===== config.mk =====
export PLATFORM = sky130hd
export DESIGN_NAME = uart_tx_frame
export DESIGN_NICKNAME = d
export VERILOG_FILES = /design/src/rtl/uart_pkg.sv /design/src/rtl/uart_tx_frame.sv
export SDC_FILE = /design/constraint.sdc
export NUM_CORES = 1
export LEC_CHECK = 0
export ABC_AREA = 1
export ABC_CLOCK_PERIOD_IN_PS = 1850
export CAP_MARGIN = 40
export CORE_MARGIN = 4
export CORE_UTILIZATION = 30
export CTS_CLUSTER_DIAMETER = 30
export DETAILED_ROUTE_END_ITERATION = 12
export GPL_ROUTABILITY_DRIVEN = 0
export PLACE_DENSITY = 0.45
export SLEW_MARGIN = 10
export SYNTH_ARGS = -nofsm -noshare
export SYNTH_HDL_FRONTEND = slang
export SYNTH_SLANG_ARGS = --single-unit

===== constraint.sdc =====
create_clock -name clock -period 1.85 [get_ports clock]
set_clock_uncertainty 0.1 [all_clocks]
set_input_delay 0.555 -clock clock [delete_from_list [all_inputs] [get_ports clock]]
set_output_delay 0.555 -clock clock [all_outputs]
set_load 0.005 [all_outputs]

===== src/rtl/uart_pkg.sv =====
// Shared UART definitions: TX frame FSM states, frame sizing and the parity helper.
package uart_pkg;

    typedef enum logic [1:0] {
        IDLE,
        SEND,
        WAIT_ACK,
        WAIT_DONE
    } tx_state_t;

    localparam int unsigned MAX_FRAME_BITS = 12;
    localparam int unsigned FRAME_IDX_W    = $clog2(MAX_FRAME_BITS);

    typedef logic [FRAME_IDX_W-1:0] frame_idx_t;

    // XOR of the low nbits of data, inverted when odd parity is selected.
    function automatic logic parity_bit(input logic [7:0] data,
                                        input int unsigned nbits,
                                        input logic odd);
        logic p;
        p = odd;
        for (int unsigned i = 0; i < 8; i++) begin
            if (i < nbits) p ^= data[i];
        end
        return p;
    endfunction

endpackage


===== src/rtl/uart_tx_frame.sv =====
// UART TX framer: accepts a byte, then issues start, data (LSB first), parity and stop bits
// one at a time to the bit-timing stage. Parity bit is present only with UART_TX_PARITY_EN.
module uart_tx_frame
    import uart_pkg::*;
#(
    parameter int unsigned DataBits   = 8,
    parameter int unsigned StopBits   = 1,
    parameter logic        ParityOdd  = 1'b0,
    parameter int unsigned AckTimeout = 4
) (
    input  logic       clock,
    input  logic       reset,
    input  logic [7:0] data_in,
    input  logic       data_valid,
    output logic       data_ready,
    output logic       bit_start,
    output logic       bit_value,
    input  logic       bit_done,
    output logic       busy,
    output logic       frame_done
);

`ifdef UART_TX_PARITY_EN
    localparam int unsigned PAR_BITS = 1;
`else
    localparam int unsigned PAR_BITS = 0;
`endif

    localparam int unsigned FL         = 1 + DataBits + PAR_BITS + StopBits;
    localparam frame_idx_t  LAST_IDX   = frame_idx_t'(FL - 1);
    localparam int unsigned TW         = $clog2(AckTimeout + 1);
    localparam logic [TW-1:0] ACK_LIMIT = TW'(AckTimeout);

    localparam logic [MAX_FRAME_BITS-1:0] DATA_MASK  = MAX_FRAME_BITS'((1 << DataBits) - 1);
    localparam logic [MAX_FRAME_BITS-1:0] STOP_FIELD =
        MAX_FRAME_BITS'(((1 << StopBits) - 1) << (1 + DataBits + PAR_BITS));

    tx_state_t                 state_q, state_d;
    logic [MAX_FRAME_BITS-1:0] frame_q, frame_d, frame_load;
    frame_idx_t                idx_q, idx_d;
    logic [TW-1:0]             tcount_q, tcount_d;
    logic                      done_q, done_d;
    logic                      complete;
    logic [MAX_FRAME_BITS-1:0] data_field;

    assign data_field = {4'b0000, data_in} & DATA_MASK;

    // Start bit is the zero left at bit 0 by the shift.
`ifdef UART_TX_PARITY_EN
    assign frame_load = (data_field << 1) | STOP_FIELD
                      | (MAX_FRAME_BITS'(parity_bit(data_in, DataBits, ParityOdd)) << (1 + DataBits));
`else
    logic unused_parity_odd;
    assign unused_parity_odd = ParityOdd;
    assign frame_load = (data_field << 1) | STOP_FIELD;
`endif

    assign data_ready = !reset && (state_q == IDLE) && bit_done;
    assign busy       = (state_q != IDLE);
    assign bit_value  = (state_q == IDLE) ? 1'b1 : frame_q[0];
    assign frame_done = done_q;

    always_ff @(posedge clock or posedge reset) begin
        if (reset) begin
            state_q  <= IDLE;
            frame_q  <= '0;
            idx_q    <= '0;
            tcount_q <= '0;
            done_q   <= 1'b0;
        end else begin
            state_q  <= state_d;
            frame_q  <= frame_d;
            idx_q    <= idx_d;
            tcount_q <= tcount_d;
            done_q   <= done_d;
        end
    end

    always_comb begin
        state_d   = state_q;
        frame_d   = frame_q;
        idx_d     = idx_q;
        tcount_d  = tcount_q;
        done_d    = 1'b0;
        bit_start = 1'b0;
        complete  = 1'b0;

        case (state_q)
            IDLE: begin
                if (data_valid && data_ready) begin
                    frame_d = frame_load;
                    idx_d   = '0;
                    state_d = SEND;
                end
            end
            SEND: begin
                bit_start = 1'b1;
                tcount_d  = '0;
                state_d   = WAIT_ACK;
            end
            WAIT_ACK: begin
                // A bit stage that never drops bit_done still completes after AckTimeout.
                if (!bit_done)                  state_d  = WAIT_DONE;
                else if (tcount_q == ACK_LIMIT) complete = 1'b1;
                else                            tcount_d = tcount_q + 1'b1;
            end
            WAIT_DONE: begin
                if (bit_done) complete = 1'b1;
            end
            default: state_d = IDLE;
        endcase

        if (complete) begin
            frame_d = frame_q >> 1;
            idx_d   = idx_q + 1'b1;
            if (idx_q == LAST_IDX) begin
                done_d  = 1'b1;
                state_d = IDLE;
            end else begin
                state_d = SEND;
            end
        end
    end

endmodule

; After elaboration in Yosys (flattened, before gate mapping)
; Cells that the tools add are included.
; Widths: inputs -> output; s select.
[totals]
regBits = 22
latch_bits = 0
ram_bits = 0
rom_bits = 0
input_bits = 12
wordCells = 51
mem_count = 0
[op_classes]
n_addsub = 2
n_mul = 0
n_div = 0
n_lt_le_gt_ge = 0
eq_ne = 9
shift = 0
mux = 22
bitwise = 0
n_reduce_logical = 13
[ops]
columns = operator, n
row1 = $mux 12, 3
row2 = $mux 4, 3
row3 = $mux 1, 8
row4 = $reduce_bool 2->1, 4
row5 = $mux 2, 3
row6 = $mux 3, 2
row7 = $pmux 2 s3, 1
row8 = $pmux 3 s2, 1
row9 = $reduce_and 3->1, 2
row10 = $add 4x1->4 const B, 1
row11 = $eq 2x2->1 const B, 2
row12 = $eq 4x4->1 const B, 1
row13 = $ne 2x2->1 const B, 2
row14 = $reduce_bool 4->1, 1
row15 = $add 3x1->3 const B, 1
row16 = $eq 3x3->1 const B, 1
row17 = $logic_and 1x1->1, 3
row18 = $ne 3x2->1 const B, 1
row19 = $ne 3x3->1 const B, 1
row20 = $eq 2x1->1 const B, 1
row21 = $logic_not 2->1, 1
row22 = $pmux 1 s2, 1
row23 = $reduce_and 2->1, 1
row24 = $logic_not 1->1, 1

; Logic depth before layout (Yosys ltp)
[depth]
word_depth = 7
mapped_depth = 11

; Least setup slack after synthesis
; Ideal clock, no wire load.
[synth_timing]
path_kind = input to register
start = in reset
end = reg state_q[1]
setup_ns = 0.121
arrival_ns = 1.484
t_required_ns = 1.629
slack_ns = 0.146
stages = 6
cell_sequence = inv_1 nand2_1 o21bai_1 nand3_1 nand2_1 o21ai_1
[synth_via]
elab_chain_cells = 6
[synth_lines]
columns = element, line_no
row1 = from (decl), uart_tx_frame.sv:12  ; input logic reset,
row2 = $logic_not 1->1 (no line), -
row3 = $logic_and 1x1->1 (2 in series), uart_tx_frame.sv:58  ; assign data_ready = !reset && (state_q == IDLE) && bit_done;
row4 = $logic_and 1x1->1, uart_tx_frame.sv:90  ; if (data_valid && data_ready) begin
row5 = $ne 3x2->1 (no line), -
row6 = $reduce_and 3->1 (no line), -
row7 = to (signal assigned), uart_tx_frame.sv:71  ; state_q <= state_d;
row8 = to (decl), uart_tx_frame.sv:38  ; tx_state_t state_q, state_d;
; Every way passes these cells.
; A chain may end at the register's enable or synchronous reset.

; Worst setup path after layout
[layout_timing]
start = reg state_q[0]
end = out data_ready
[layout_via]
elab_chain_cells = 3
[layout_lines]
columns = element, line_no
row1 = $logic_not 2->1, uart_tx_frame.sv:58
row2 = $logic_and 1x1->1 (2 in series), uart_tx_frame.sv:58
row3 = to (decl), uart_tx_frame.sv:15  ; output logic data_ready,
; Every way passes these cells.

==> out/results.ini <==
[grt]
overflow=0
grt_usage=0.122
grt_pass1_wl_um=5060
grt_pass1_vias=1134
antenna_found_initial=0
grt_start_max_net_pins=21

[outcome]
violations=setup timing
outcome=complete, but fails checks

[pwr]
leakage_nw=0.901
power_density_mw_per_mm2=1410
vdd_ir_drop_max_mv=0.370

[yosys]
yosysWarningCount=0
ys_types=24
syn_inst=165
synthesis.area_sq_mm=0.00129
synth-seq-cells=20
postSynthAreaPerCell_sq_um=7.80
syn_nets=186
yosysSeqAreaShare=0.389

[timing]
max_freq_mhz=527
rsz0062_at_grt=true
timing.final.crit_share=1.03
period_needed_ns=1.90
hold_viol=0
worst_slew_pin_slew_ns=0.281
timing.hold.ws_ns=0.416
maxSlewViolCount=0
finalWorstSetupSlack_ns=-0.0470
max_slew_margin=0.813
finalSetupViolCount=1

[setup_path]
crit_path_max_fanout=2
path_class=flip-flop to primary output
endpoint_kind=primary output
crit_path_start_kind=flip-flop
worstPathRequired_ns=1.19
cp_data_arrival_time_ns=1.24

[routing]
ant_nets=0
routed_wl_um=3030
drt-initial-drc-count=29
vias=1139
detail_route.wl_per_cell_um=12.1
drt_pass1_iterations=4
drt-vias-per-instance=4.57
drc=0

[cells_and_area]
area.sequential_sq_um=500
multi_input_area_sq_um=704
layout_common_cells=nand2_1, nand3_1, dfrtp_1
final_common_cell=nand2_1
drive_above_1_share=0.216
fin_area_sq_mm=0.00173
num_antenna_cells=0
fillCellCount=407
area_delta_synth_final_pct=34.5
nets=221

[clocking]
clk_path_buf_depth=2
cts_tree=built
insertion_delay_ns=0.26
clock_sink_count=20
postCtsHoldBufs=0
cts-buffers-inserted=3
ctsRootBufferMaster=clkbuf_8
cts.htree.levels=1
path_clk_slew_ns=0.08

[floorplanning]
core_sq_mm=0.00409
io-pin-count=17
die_x_um=73.5
die_h_um=73.5
start_util=0.315
rows=23
die_area_sq_mm=0.00540

[run]
cap_violations=0

[place]
port_buffers=16
placed_area_sq_mm=0.00155
dpl.hpwl_um=2020

[worst_hold_path]
hold_class=flip-flop to flip-flop

-- sequential cells by signal (all words and copies together) (netlist names) --
register,flops
frame_done,1
state_q,2
frame_q,10
tcount_q,3
idx_q,4
-- synthesized netlist by cell type (all sizes together) --
library cell / number / area share
a21oi: 2 / 0.0078
buf: 7 / 0.046
clkbuf: 1 / 0.0029
dfrtp: 20 / 0.39
ha: 9 / 0.087
inv: 17 / 0.050
nand2: 59 / 0.19
nand3: 27 / 0.12
nand4: 5 / 0.036
nor2: 8 / 0.029
o21ai: 7 / 0.027
o21bai: 1 / 0.0058
xnor2: 1 / 0.0068
xor2: 1 / 0.0068
-- final timing paths --
| kind | from | endpoint | slack [ns] | cells past startpoint |
|---|---|---|---|---|
| min | frame_q[5] | frame_q[5] | 0.42 | 2 |
| min reg2reg | frame_q[5] | frame_q[5] | 0.42 | 2 |
| min in group asynchronous | reset | idx_q[2] | 0.43 | 3 |
| max reg2reg | state_q[0] | tcount_q[1] | 0.12 | 10 |
| max in group asynchronous | reset | frame_q[9] | 1.00 | 3 |
| max | state_q[0] | data_ready | -0.05 | 6 |
-- kinds of logic after synthesis --
kind of cell	count (synthesis)	synth area share
compound gates	10	0.0408
xor+xnor	2	0.0136
fa+ha+maj	9	0.0875
buf+inv	25	0.0981
flops	20	0.389
simple gates	99	0.371
-- area by class of cell --
| class | count | area share |
|---|---|---|
| multi-input cells | 120 | 0.407 |
| flip-flops and latches | 20 | 0.289 |
| repair buffers | 38 | 0.190 |
| inverters | 17 | 0.0368 |
| well taps | 50 | 0.0361 |
| clock buffers | 3 | 0.0238 |
| clock inverters | 1 | 0.0173 |
-- where the power goes --
group / total, mW / switching, mW / internal, mW
combinational: 1.30 / 0.670 / 0.626
sequential: 0.687 / 0.0945 / 0.592
clock: 0.451 / 0.162 / 0.289
total: 2.43 / 0.927 / 1.51
-- metrics by stage --
stage	cells	TNS [ns]	utilization	power, mW	setup WS, ns
2_1_floorplan	165	0	-	1.41	0.146
3_3_place_gp	237	-4.31	0.380	1.77	-0.517
3_5_place_dp	237	-4.66	0.380	1.79	-0.530
4_1_cts	246	-0.0452	0.414	2.40	-0.0402
5_1_grt	249	-0.146	0.424	2.66	-0.108
6_report	249	-0.0470	0.424	2.43	-0.0470
-- layer usage --
layer / vias to the layer above / global-route usage / routed length (um)
li1: 595 / - / -
met1: 523 / 0.152 / 1410
met2: 19 / 0.202 / 1480
met3: 2 / 0.0246 / 113
met4: 0 / 0.0523 / 17
met5: - / 0 / 0
-- timing repair --
| item | CTS | global route |
|---|---|---|
| endpoints found under the setup margin | 4 | 19 |
| resized for setup | 23 | 7 |
| buffers inserted | 5 | 3 |
| pin swaps | 1 | 3 |
-- worst max-delay path, cell delays in order, from the launching register on --
cell and delay [ns]:
dfrtp_1 0.39, inv_2 0.09, ha_4 0.14, buf_6 0.10
nand2_4 0.05, nor2_4 0.10, buf_2 0.11
Power figures use the tool's default switching activity.
